===== config.mk =====
export PLATFORM = sky130hd
export DESIGN_NAME = param_stack_flat
export DESIGN_NICKNAME = d
export VERILOG_FILES = /design/src/rtl/param_stack_pkg.sv /design/src/rtl/param_stack_if.sv /design/src/rtl/param_stack_ram.sv /design/src/rtl/param_stack.sv /design/src/flat_wrapper.sv
export SDC_FILE = /design/constraint.sdc
export NUM_CORES = 1
export LEC_CHECK = 0
export CAP_MARGIN = 10
export CORE_ASPECT_RATIO = 0.8
export CORE_MARGIN = 2
export CORE_UTILIZATION = 45
export DETAILED_ROUTE_END_ITERATION = 10
export PLACE_DENSITY = 0.66
export SLEW_MARGIN = 20
export SYNTH_ARGS = -nofsm -noshare
export SYNTH_HDL_FRONTEND = slang
export SYNTH_SLANG_ARGS = --single-unit

===== constraint.sdc =====
create_clock -name clk -period 5.48 [get_ports clk]
set_input_delay 0.822 -clock clk [delete_from_list [all_inputs] [get_ports clk]]
set_output_delay 0.822 -clock clk [all_outputs]
set_load 0.02 [all_outputs]

===== src/rtl/param_stack_pkg.sv =====
// param_stack_pkg: stack operation encoding shared by the stack and the instruction decoder.
package param_stack_pkg;
  typedef enum logic [1:0] {
    OP_NONE = 2'b00,
    OP_POP  = 2'b01,
    OP_PUSH = 2'b10,
    OP_REPL = 2'b11
  } op_e;
  function automatic op_e decode_op(input logic push, input logic pop);
    return op_e'({push, pop});
  endfunction
endpackage


===== src/rtl/param_stack_if.sv =====
// param_stack_if: push/pop strobes, data and status between decoder and stack.
interface param_stack_if #(
  parameter int WIDTH = 4,
  parameter int DEPTH = 256
);
  localparam int AW = $clog2(DEPTH);
  logic             push;
  logic             pop;
  logic             clr_err;
  logic [WIDTH-1:0] din;
  logic [WIDTH-1:0] dout;
  logic             dout_vld;
  logic [AW-1:0]    sp;
  logic [AW:0]      count;
  logic             empty;
  logic             full;
  logic             ovf;
  logic             udf;
  modport master (
    output push, pop, clr_err, din,
    input  dout, dout_vld, sp, count, empty, full, ovf, udf
  );
  modport slave (
    input  push, pop, clr_err, din,
    output dout, dout_vld, sp, count, empty, full, ovf, udf
  );
endinterface


===== src/rtl/param_stack_ram.sv =====
// param_stack_ram: WIDTH x DEPTH storage, one write port, one registered read port.
module param_stack_ram #(
  parameter int  WIDTH = 4,
  parameter int  DEPTH = 256,
  localparam int AW    = $clog2(DEPTH)
) (
  input  logic             clk,
  input  logic             rst_n,
  input  logic             we,
  input  logic [AW-1:0]    wa,
  input  logic [WIDTH-1:0] wd,
  input  logic             re,
  input  logic [AW-1:0]    ra,
  output logic [WIDTH-1:0] rd
);
  logic [WIDTH-1:0] mem [DEPTH];
  logic [WIDTH-1:0] rd_d, rd_q;
  // read returns the pre-write word so a replace hands back the value it overwrites
  always_comb rd_d = re ? mem[ra] : rd_q;
  always_ff @(posedge clk)
    if (we) mem[wa] <= wd;
  always_ff @(posedge clk or negedge rst_n)
    if (!rst_n) rd_q <= '0;
    else        rd_q <= rd_d;
  assign rd = rd_q;
endmodule


===== src/rtl/param_stack.sv =====
// param_stack: downward-growing stack with push/pop/replace, count status and sticky errors.
module param_stack
  import param_stack_pkg::*;
#(
  parameter int WIDTH = 4,
  parameter int DEPTH = 256
) (
  input logic          clk,
  input logic          rst_n,
  param_stack_if.slave bus
);
  localparam int AW = $clog2(DEPTH);
  localparam logic [AW:0] FULL_CNT = (AW+1)'(DEPTH);
  logic [AW-1:0] sp_d, sp_q, tos, wa;
  logic [AW:0]   count_d, count_q;
  logic          vld_d, vld_q, ovf_d, ovf_q, udf_d, udf_q;
  logic          we, re, empty, full;
  op_e           op;
  assign empty = count_q == '0;
  assign full  = count_q == FULL_CNT;
  assign tos   = sp_q + 1'b1;
  assign op    = decode_op(bus.push, bus.pop);
  always_comb begin
    sp_d    = sp_q;
    count_d = count_q;
    vld_d   = 1'b0;
    ovf_d   = ovf_q & ~bus.clr_err;
    udf_d   = udf_q & ~bus.clr_err;
    we      = 1'b0;
    re      = 1'b0;
    wa      = sp_q;
    unique case (op)
      OP_NONE: ;
      OP_PUSH: begin
        ovf_d   = ovf_d | full;
        we      = ~full;
        sp_d    = full ? sp_q : sp_q - 1'b1;
        count_d = full ? count_q : count_q + 1'b1;
      end
      OP_POP: begin
        udf_d   = udf_d | empty;
        re      = ~empty;
        vld_d   = ~empty;
        sp_d    = empty ? sp_q : tos;
        count_d = empty ? count_q : count_q - 1'b1;
      end
      OP_REPL: begin
        // empty stack degrades to a plain push that also flags the missing pop
        udf_d   = udf_d | empty;
        we      = 1'b1;
        re      = ~empty;
        vld_d   = ~empty;
        wa      = empty ? sp_q : tos;
        sp_d    = empty ? sp_q - 1'b1 : sp_q;
        count_d = empty ? count_q + 1'b1 : count_q;
      end
    endcase
  end
  always_ff @(posedge clk or negedge rst_n)
    if (!rst_n) begin
      sp_q    <= '1;
      count_q <= '0;
      vld_q   <= 1'b0;
      ovf_q   <= 1'b0;
      udf_q   <= 1'b0;
    end else begin
      sp_q    <= sp_d;
      count_q <= count_d;
      vld_q   <= vld_d;
      ovf_q   <= ovf_d;
      udf_q   <= udf_d;
    end
  param_stack_ram #(.WIDTH(WIDTH), .DEPTH(DEPTH)) u_ram (
    .clk  (clk),
    .rst_n(rst_n),
    .we   (we),
    .wa   (wa),
    .wd   (bus.din),
    .re   (re),
    .ra   (tos),
    .rd   (bus.dout)
  );
  assign bus.dout_vld = vld_q;
  assign bus.sp       = sp_q;
  assign bus.count    = count_q;
  assign bus.empty    = empty;
  assign bus.full     = full;
  assign bus.ovf      = ovf_q;
  assign bus.udf      = udf_q;
endmodule


===== src/flat_wrapper.sv =====
// flat-port wrapper written by rule: the top's interface ports become plain ports
module param_stack_flat import param_stack_pkg::*;
#(
  parameter int WIDTH = 4,
  parameter int DEPTH = 256
)
  (clk, rst_n, bus_push, bus_pop, bus_clr_err, bus_din, bus_dout, bus_dout_vld, bus_sp, bus_count, bus_empty, bus_full, bus_ovf, bus_udf);
  param_stack_if #(.WIDTH(WIDTH), .DEPTH(DEPTH)) bus_i ();
  input logic clk;
  input logic rst_n;
  input wire logic [$bits(bus_i.push)-1:0] bus_push;
  input wire logic [$bits(bus_i.pop)-1:0] bus_pop;
  input wire logic [$bits(bus_i.clr_err)-1:0] bus_clr_err;
  input wire logic [$bits(bus_i.din)-1:0] bus_din;
  output wire logic [$bits(bus_i.dout)-1:0] bus_dout;
  output wire logic [$bits(bus_i.dout_vld)-1:0] bus_dout_vld;
  output wire logic [$bits(bus_i.sp)-1:0] bus_sp;
  output wire logic [$bits(bus_i.count)-1:0] bus_count;
  output wire logic [$bits(bus_i.empty)-1:0] bus_empty;
  output wire logic [$bits(bus_i.full)-1:0] bus_full;
  output wire logic [$bits(bus_i.ovf)-1:0] bus_ovf;
  output wire logic [$bits(bus_i.udf)-1:0] bus_udf;
  assign bus_i.push = bus_push;
  assign bus_i.pop = bus_pop;
  assign bus_i.clr_err = bus_clr_err;
  assign bus_i.din = bus_din;
  assign bus_dout = bus_i.dout;
  assign bus_dout_vld = bus_i.dout_vld;
  assign bus_sp = bus_i.sp;
  assign bus_count = bus_i.count;
  assign bus_empty = bus_i.empty;
  assign bus_full = bus_i.full;
  assign bus_ovf = bus_i.ovf;
  assign bus_udf = bus_i.udf;
  param_stack #(.WIDTH(WIDTH), .DEPTH(DEPTH)) u_core (.clk(clk), .rst_n(rst_n), .bus(bus_i));
endmodule

# --- Yosys cells after proc, flatten, opt, wreduce, memory -nomap -nowiden ---
# Memory sizes are Yosys's and may differ from the RTL's. A register that Yosys moved wholly into a read port is not among the register bits.
# Index checks and enable logic that the tools add are counted.
totals:
  mem_bits_rw: 1024
  wordCells: 45
  memories: 1
  ff_bits: 20
classes:
  reduce_logical: 6
  n_eq_ne: 7
  n_addsub: 4
  mux: 15
  bitwise: 7
memory_table:
  columns: ["memory", "depth", "word_bits", "read_ports", "rd_ports_with_merged_regs", "write_ports", "line", "rtl"]
  rows:
  - ["u_core.u_ram.mem", 256, 4, 1, 1, 1, "param_stack_ram.sv:16", "logic [WIDTH-1:0] mem [DEPTH];"]
ops:
  columns: ["op", "count"]
  rows:
  - ["$mux 8", 4]
  - ["$mux 9", 3]
  - ["$pmux 9 s3", 1]
  - ["$pmux 8 s3", 1]
  - ["$add 9x1->9 const B", 1]
  - ["$eq 9x9->1 const B", 1]
  - ["$logic_not 9->1", 1]
  - ["$sub 9x1->9 const B", 1]
  - ["$add 8x1->8 const B", 1]
  - ["$sub 8x1->8 const B", 1]
  - ["$mux 1", 5]
  - ["$eq 2x2->1 const B", 2]
  - ["$ne 2x2->1 const B", 2]
  - ["$reduce_and 4->1", 1]
  - ["$not 1->1", 3]
  - ["$reduce_and 3->1", 1]
  - ["$reduce_bool 3->1", 1]
  - ["$and 1x1->1", 2]
  - ["$eq 2x1->1 const B", 1]
  - ["$ne 2x1->1 const B", 1]
  - ["$or 1x1->1", 2]
  - ["$pmux 1 s2", 1]
  - ["$reduce_or 2->1", 1]
  - ["$logic_not 1->1", 1]

# --- Logic depth before layout (Yosys ltp) ---
# Gate-level depths: netlist (run 1).
logic_depth:
  depth_word: 5
  mapped_depth: 18
  mapped_depth_nobuf: 9

# --- Modules after synthesis ---
# Synthesis (run 1) repeated with hierarchy kept, for this count alone.
unflattened:
  cells_unflattened: 2373
  area_unflattened_um2: 42324.3
modules_own_cells:
  columns: ["mod", "area_per_inst_um2", "cells_per_inst", "seq_area_each_um2", "n_inst"]
  rows:
  - ["param_stack_ram", 40895.5, 2212, 30849.6, 1]
  - ["param_stack", 1428.9, 161, 510.5, 1]

# --- Worst setup path before layout (run 1) ---
# No wires, ideal clock.
synth_timing:
  kind: "register to register"
  start: "register u_core.sp_q[0] (netlist: u_core.bus.sp[0])"
  end: "memory u_core.u_ram.mem[223][0] (enable)"
  synth_period_minus_slack_ns: 4.421
  setup_time_ns: 0.330
  path_slack_ns: 1.059
  t_arrival_ns: 4.091
  t_required_ns: 5.150
  stages_incl_launch_ff: 18
  path_cell_list: "dfstp_2 > buf_4 > buf_4 > buf_4 > clkinv_1 > clkbuf_1 > clkbuf_1 > ha_1 > buf_4 > buf_2 > buf_4 > buf_4 > clkbuf_1 > nand3_1 > a21oi_1 > nand2_1 > buf_2 > nor2_1"
synth_via:
  elab_chain_len: 3
synth_lines:
  columns: ["element", "line", "rtl"]
  rows:
  - ["start: declaration", "param_stack.sv:14", "logic [AW-1:0] sp_d, sp_q, tos, wa;"]
  - ["start signal: assignment", "param_stack.sv:67", "sp_q <= sp_d;"]
  - ["$add 8x1->8", "param_stack.sv:21", "assign tos = sp_q + 1'b1;"]
  - ["$mux 8", "param_stack.sv:53", "wa = empty ? sp_q : tos;"]
  - ["$mux 8 *", "param_stack.sv:32", "unique case (op)"]
  - ["end: declaration", "param_stack_ram.sv:16", null]
# Mark *: on every way between the ends. The rest lies on a longest branch, timed or not.

# --- Worst setup path after layout (run 1) ---
layout_timing:
  start: "register u_core.sp_q[1] (netlist: u_core.bus.sp[1])"
  end: "register u_core.u_ram.rd_q[3] (netlist: u_core.u_ram.rd[3]) (read register of u_core.u_ram.mem)"
layout_via:
  elab_chain_len: 1
layout_lines:
  columns: ["element", "line", "rtl"]
  rows:
  - ["$add 8x1->8", "param_stack.sv:21", null]
  - ["end: declaration", "param_stack_ram.sv:17", "logic [WIDTH-1:0] rd_d, rd_q;"]
# Every way passes these cells.
# A chain may end at the register's enable or synchronous reset.

==> impl_metrics.py, run 1 <==
metrics = {
    "die": {
        "chipHeight_um": 280.0,
        "initial_core_util_pct": 45.27,
        "die_w_um": 349.0,
        "die_area_um2": 97720,
        "io_pins": 35,
        "rows": 101,
        "coreArea_um2": 94650,
    },
    "timing": {
        "skew_ns": 0.02312,
        "fin_crit_ns": 4.805,
        "setup_viol": 0,
        "tns_ns": 0,
        "min_period_over_period_pct": 87.69,
        "finalHoldViolations": 0,
        "rsz0062_at_grt": "no",
        "max_slew_margin_pct": 15.06,
        "worst_slew_pin_slew_ns": 1.242,
        "maxSlewViolCount": 0,
        "max_freq_mhz": 208.1,
    },
    "clocking": {
        "htree_levels": 3,
        "cts_buffers": 97,
        "insertion_delay_ns": 0.68,
        "clk_pin_slew_ns": 0.07,
        "cts_hold_buffers": 0,
        "cts_tree": "built",
        "postCtsSetupRepairBufs": 0,
        "cts_resized": 0,
        "cts.sinks": 1048,
        "root_buffer": "clkbuf_16",
        "cts.path.max_buffers": 3,
    },
    "setup_path": {
        "slowest_delay_ns": 1.09,
        "critical_path.cell_chain": "ha_1 -> xor2_4 -> mux4_2 -> mux2_2 -> o221ai_1 -> o21ai_0 -> a2111oi_0 -> o211ai_1",
        "crit_type": "reg -> reg",
        "r2r_end": "u_core.u_ram.rd[3]$_DFFE_PN0P_",
        "cp_slowest_cell": "a2111oi_0",
        "rr_worst_depth": 8,
        "worstPathMaxFanout": 22,
        "cp-start-kind": "flip-flop",
        "cp-end-kind": "flip-flop",
        "startpoint": "u_core.bus.sp[1]$_DFFE_PN1P_",
        "reg2reg_from": "u_core.bus.sp[1]$_DFFE_PN1P_",
        "cp.required_ns": 5.99,
        "arrival_ns": 5.32,
        "r2r_setup_slack_ns": 0.67,
    },
    "layout": {
        "stdcell_count": 3701,
        "final_nets": 2401,
        "area_growth_pct": 11.20,
        "drive_gt1_share_pct": 20.87,
    },
    "power": {
        "p_comb_share_pct": 38.2,
        "cell_internal_pwr_uw": 16700,
        "power_frac_seq_pct": 36.1,
        "leakage_uw": 0.01474,
        "irDropWorstVdd_v": 0.0004727,
        "cellPowerDensity_nw_per_um2": 539.4,
        "swShare_pct": 35.03,
        "p_switching_uw": 9004,
        "power.share.clock_pct": 25.7,
    },
    "grt": {
        "grt_pass1_wl_mm": 152.4,
        "grt_max_degree": 153,
        "first_global_vias": 22510,
        "gr-usage-all-layers_pct": 21.09,
        "antenna_found_initial": 3,
        "overflow": 0,
    },
    "synthesis": {
        "yosys-top-cells-count": "edfxtp_1, nor2_1, mux4_2",
        "ys_types": 72,
        "syn_nets": 2355,
        "syn-cell-area_um2": 42850,
        "async_flop_share_pct": 2.290,
        "syn_inst": 2336,
        "avgSynthCellArea_um2": 18.34,
        "yosysMostFrequentCell": "edfxtp_1",
        "synth_top_family_by_area": "multiplexers",
        "netlist.area_leader.share_pct": 71.76,
        "synth_xor_area_share_pct": 0.5840,
        "synth_compound_area_share_pct": 2.885,
        "synth_top_cell_by_area": "edfxtp_1",
        "ys_warn_count": 0,
        "synth_adder_area_share_pct": 0.3095,
        "synth-main-ff-cell": "edfxtp_1",
        "synth_edf_count": 1024,
        "ys_seq_area_share_pct": 73.18,
        "yosys.area_share.simple_pct": 6.903,
        "yosys-mux-area-fraction_pct": 14.19,
        "synth.ff_latch_count": 1048,
        "synth.top_cells.by_area": "edfxtp_1, mux4_2, nor2_1, nand2_1, mux2i_1",
    },
    "route": {
        "wl_per_cell_um": 27.61,
        "first_pass_iters": 8,
        "num_vias": 22680,
        "ant_nets": 0,
        "avgViaCountPerCell": 6.129,
        "drt_wl_total_mm": 102.2,
        "route.detailed.drc": 0,
        "drt_iter0_markers": 2806,
    },
    "run": {
        "cap_violations": 0,
    },
    "placement": {
        "hpwl_mm": 62.54,
        "place_congestion": 0.9305,
        "portBuffers": 34,
        "placedCellCount": 3519,
    },
    "worst_hold_path": {
        "min_path_type": "in -> async",
    },
    "outcome": {
        "outcome": "completed",
    },
}
==> power groups by stage <==
stage | clock (uW) | combinational, uW | sequential (uW)
after global routing | 7010 | 10400 | 9300
final | 6600 | 9810 | 9280
after CTS | 6700 | 9820 | 9280
after global placement | 0 | 9670 | 9430
after detailed placement | 0 | 9790 | 9450
after floorplan | 0 | 6830 | 9370
==> worst max-delay path, delay by kind of cell (launching register included) <==
kind | cells | cell delay, ns
XOR/XNOR | 1 | 0.76
adder cells (fa/ha/maj) | 1 | 0.66
flip-flops | 1 | 0.71
multiplexers | 2 | 0.71
AO/OA/AOI/OAI | 4 | 1.79
==> cells by family after synthesis <==
family | Yosys count
AO/OA/AOI/OAI | 159
XOR/XNOR | 20
adder cells (fa/ha/maj) | 10
buffers and inverters | 151
flip-flops | 1048
multiplexers | 297
AND/OR/NAND/NOR | 651
==> worst max path at each step <==
stage | to | slack [ns] | depth (start not counted)
final | u_core.u_ram.rd[3]$_DFFE_PN0P_ | 0.67 | 8
after global placement | u_core.u_ram.rd[3]$_DFFE_PN0P_ | 0.99 | 8
after detailed placement | u_core.u_ram.rd[0]$_DFFE_PN0P_ | 0.96 | 8
after global routing | u_core.u_ram.rd[2]$_DFFE_PN0P_ | 0.68 | 8
after floorplan | u_core.u_ram.mem[223][0]$_DFFE_PP_ | 1.06 | 17
after CTS | u_core.u_ram.rd[0]$_DFFE_PN0P_ | 0.92 | 8
==> cells in the final DEF (no fill, tap or decap), drive strengths merged, types with 9 or more instances in the layout <==
cell type      netlist  routed
edfxtp            1024    1024
nor2               311     311
mux4               248     248
nand2              202     202
clkbuf              25     121
nand3               73      73
buf                118      60
mux2i               44      44
clkinv               1      43
clkdlybuf4s50        0      30
a32oi               26      26
o21ai               22      22
a21oi               21      21
dfrtp               16      16
inv                  7      16
nand4               14      14
xnor2               14      14
and3                 9       9
a21o                 9       9
nor3                 9       9
ha                   9       9
==> layer usage <==
metal | global-route usage, % | vias up | share of wire (%) | wire (um)
met5 | 0 | - | 0 | 0
met4 | 5.979 | 0 | 2.7 | 2742
met3 | 4.409 | 196 | 10 | 10540
met2 | 31.16 | 1316 | 45 | 45920
met1 | 31.85 | 11740 | 42 | 42970
li1 | - | 9433 | - | -
==> area by class of cell <==
| class | instances | area [um^2] |
|---|---|---|
| inverters | 8 | 30.03 |
| repair buffers | 90 | 928.4 |
| diodes | 2 | 5.005 |
| fillers | 7337 | 47000 |
| clock buffers | 121 | 2539 |
| flip-flops and latches | 1048 | 31360 |
| multi-input cells | 1137 | 10700 |
| well taps | 1236 | 1546 |
| clock inverters | 59 | 538.0 |
==> per-stage QoR <==
stage	util [%]	setup slack, ns	hold WS, ns	area [um^2]	power, uW
2_1_floorplan	-	1.059	0.5264	42850	16190
3_3_place_gp	47.08	0.9860	0.5505	44570	19100
3_5_place_dp	47.08	0.9623	0.5770	44570	19230
4_1_cts	50.34	0.9212	0.5099	47640	25790
5_1_grt	50.34	0.6796	0.5446	47650	26730
6_report	50.34	0.6746	0.5334	47650	25700
==> registers in the layout, summed over array words and instances (netlist names) <==
| name | cells |
|---|---|
| u_core.u_ram.mem | 1024 |
| u_core.bus.count | 9 |
| u_core.bus.sp | 8 |
| u_core.u_ram.rd | 4 |
| u_core.bus.dout_vld | 1 |
| u_core.bus.ovf | 1 |
| u_core.bus.udf | 1 |
Power figures use the tool's default switching activity.
==> inputs of run 2 (changes only) <==
Clock period 5.48 ns to 6 ns, I/O delays scaled along.
==> run 2 against run 1 <==
Effect of this change: non-clock buffer count fell by 7; cell count fell by 0.27%; worst setup slack improved by 0.67 ns; first-iteration DRC count rose by 17%; combinational power fell by 8.5%; die area did not move; sequential power fell by 8.4%; total power fell by 6.7%; via count fell by 0.37%; clock-buffer cell count fell by 6; clock skew rose by 0.0072 ns.
==> impl_metrics.py, run 2 (synthesized netlist as in run 1, its figures left out) <==
metrics = {
    "outcome": {
        "outcome": "completed",
    },
    "die": {
        "coreArea_um2": 94650,
        "chipHeight_um": 280.0,
        "initial_core_util_pct": 45.27,
        "io_pins": 35,
        "die_w_um": 349.0,
        "rows": 101,
        "die_area_um2": 97720,
    },
    "layout": {
        "area_growth_pct": 11.69,
        "drive_gt1_share_pct": 20.98,
        "layout_commonest_cell": "edfxtp_1",
        "final_nets": 2396,
        "design_area_um2": 47860,
        "layout_common_cells": "edfxtp_1, nor2_1, mux4_2",
        "n_antenna_cell": 0,
        "largest_reg_flops": 1024,
        "largest_register": "u_core.u_ram.mem",
    },
    "timing": {
        "maxSlewViolCount": 0,
        "skew_ns": 0.03033,
        "finalHoldViolations": 0,
        "setup_viol": 0,
        "worst_slew_pin_slew_ns": 1.075,
        "max_slew_margin_pct": 28.36,
        "rsz0062_at_grt": "no",
        "max_freq_mhz": 214.8,
        "tns_ns": 0,
        "fin_crit_ns": 4.655,
        "min_period_over_period_pct": 77.59,
    },
    "clocking": {
        "htree_levels": 3,
        "cts_buffers": 99,
        "cts.path.max_buffers": 3,
        "postCtsSetupRepairBufs": 0,
        "insertion_delay_ns": 0.68,
        "clk_pin_slew_ns": 0.07,
        "root_buffer": "clkbuf_16",
        "cts.sinks": 1048,
        "cts_resized": 0,
        "cts_hold_buffers": 0,
        "cts_tree": "built",
    },
    "grt": {
        "gr-usage-all-layers_pct": 21.42,
        "first_global_vias": 22210,
        "grt_pass1_wl_mm": 153.4,
        "overflow": 0,
        "antenna_found_initial": 4,
        "grt_max_degree": 165,
    },
    "route": {
        "num_vias": 22600,
        "drt_iter0_markers": 3277,
        "wl_per_cell_um": 28.17,
        "ant_nets": 0,
        "avgViaCountPerCell": 6.123,
        "first_pass_iters": 6,
        "route.detailed.drc": 0,
        "drt_wl_total_mm": 104.0,
    },
    "setup_path": {
        "cp-start-kind": "flip-flop",
        "slowest_delay_ns": 0.76,
        "crit_type": "reg -> reg",
        "r2r_end": "u_core.u_ram.rd[2]$_DFFE_PN0P_",
        "critical_path.cell_chain": "ha_1 -> nand3_1 -> or3_1 -> a211oi_1 -> o2111ai_1 -> a21oi_1 -> a2111oi_0 -> o211ai_1",
        "cp_slowest_cell": "a211oi_1",
        "rr_worst_depth": 8,
        "reg2reg_from": "u_core.bus.sp[1]$_DFFE_PN1P_",
        "arrival_ns": 5.24,
        "cp.required_ns": 6.58,
        "cp-end-kind": "flip-flop",
        "r2r_setup_slack_ns": 1.34,
        "worstPathMaxFanout": 15,
    },
    "placement": {
        "hpwl_mm": 62.93,
        "portBuffers": 34,
        "place_congestion": 0.8518,
        "place_area_um2": 44400,
    },
    "power": {
        "cell_internal_pwr_uw": 15620,
        "p_comb_share_pct": 37.4,
        "p_total_uw": 23980,
        "swShare_pct": 34.88,
        "power_frac_seq_pct": 35.4,
        "leakage_uw": 0.01480,
        "irDropWorstVdd_v": 0.0003888,
        "p_switching_uw": 8366,
        "cellPowerDensity_nw_per_um2": 501.1,
        "power.share.clock_pct": 27.1,
    },
    "worst_hold_path": {
        "hold_end": "u_core.bus.count[5]$_DFFE_PN0P_",
        "min-delay-start": "u_core.bus.count[5]$_DFFE_PN0P_",
        "min_path_type": "reg -> reg",
        "whs_path_depth": 2,
    },
    "run": {
        "cap_violations": 0,
    },
}
==> run 2: critical path, delay by kind of cell (launching register included) <==
family	cells	cell delay (ns)
compound gates	5	2.09
simple gates	2	1.10
fa+ha+maj	1	0.68
flops	1	0.70
==> run 2: final cells by class <==
cell class              count  area [um^2]
fillers                  7398        46790
multi-input cells        1137        10710
inverters                   8        30.03
well taps                1236         1546
flip-flops and latches   1048        31360
repair buffers             83        835.8
clock buffers             115         2623
clock inverters            64        747.0
==> run 2: worst max-delay path by stage <==
| stage | slack (ns) | start | depth (start not counted) | endpoint |
|---|---|---|---|---|
| floorplan | 1.58 | u_core.bus.sp[0]$_DFFE_PN1P_ | 17 | u_core.u_ram.mem[223][0]$_DFFE_PP_ |
| global placement | 1.43 | u_core.bus.sp[1]$_DFFE_PN1P_ | 9 | u_core.u_ram.rd[2]$_DFFE_PN0P_ |
| detailed placement | 1.35 | u_core.bus.sp[1]$_DFFE_PN1P_ | 9 | u_core.u_ram.rd[3]$_DFFE_PN0P_ |
| CTS | 1.34 | u_core.bus.sp[1]$_DFFE_PN1P_ | 9 | u_core.u_ram.rd[3]$_DFFE_PN0P_ |
| global route | 1.15 | u_core.bus.sp[0]$_DFFE_PN1P_ | 8 | u_core.u_ram.rd[3]$_DFFE_PN0P_ |
| finish | 1.34 | u_core.bus.sp[1]$_DFFE_PN1P_ | 8 | u_core.u_ram.rd[2]$_DFFE_PN0P_ |
==> run 2: metal layers <==
| metal | GRT usage (%) | wire length [um] | vias to the layer above |
|---|---|---|---|
| li1 | - | - | 9427 |
| met1 | 32.87 | 44840 | 11860 |
| met2 | 31.97 | 47300 | 1159 |
| met3 | 4.051 | 9732 | 151 |
| met4 | 4.797 | 2109 | 0 |
| met5 | 0 | 0 | - |
==> run 2: stage by stage <==
step	cells	utilization (%)	worst slack, ns	hold slack, ns
6_report	3691	50.56	1.345	0.5828
5_1_grt	3691	50.56	1.155	0.6129
4_1_cts	3688	50.46	1.341	0.5785
3_5_place_dp	3509	46.90	1.348	0.5635
3_3_place_gp	3509	46.90	1.431	0.5483
2_1_floorplan	2336	-	1.579	0.5949
==> run 2: power groups by stage <==
stage	logic [uW]	registers, uW	clock network [uW]
floorplan	6240	8550	0
global placement	8790	8630	0
detailed placement	8870	8640	0
CTS	8920	8490	6590
global route	9500	8520	6860
finish	8980	8500	6510
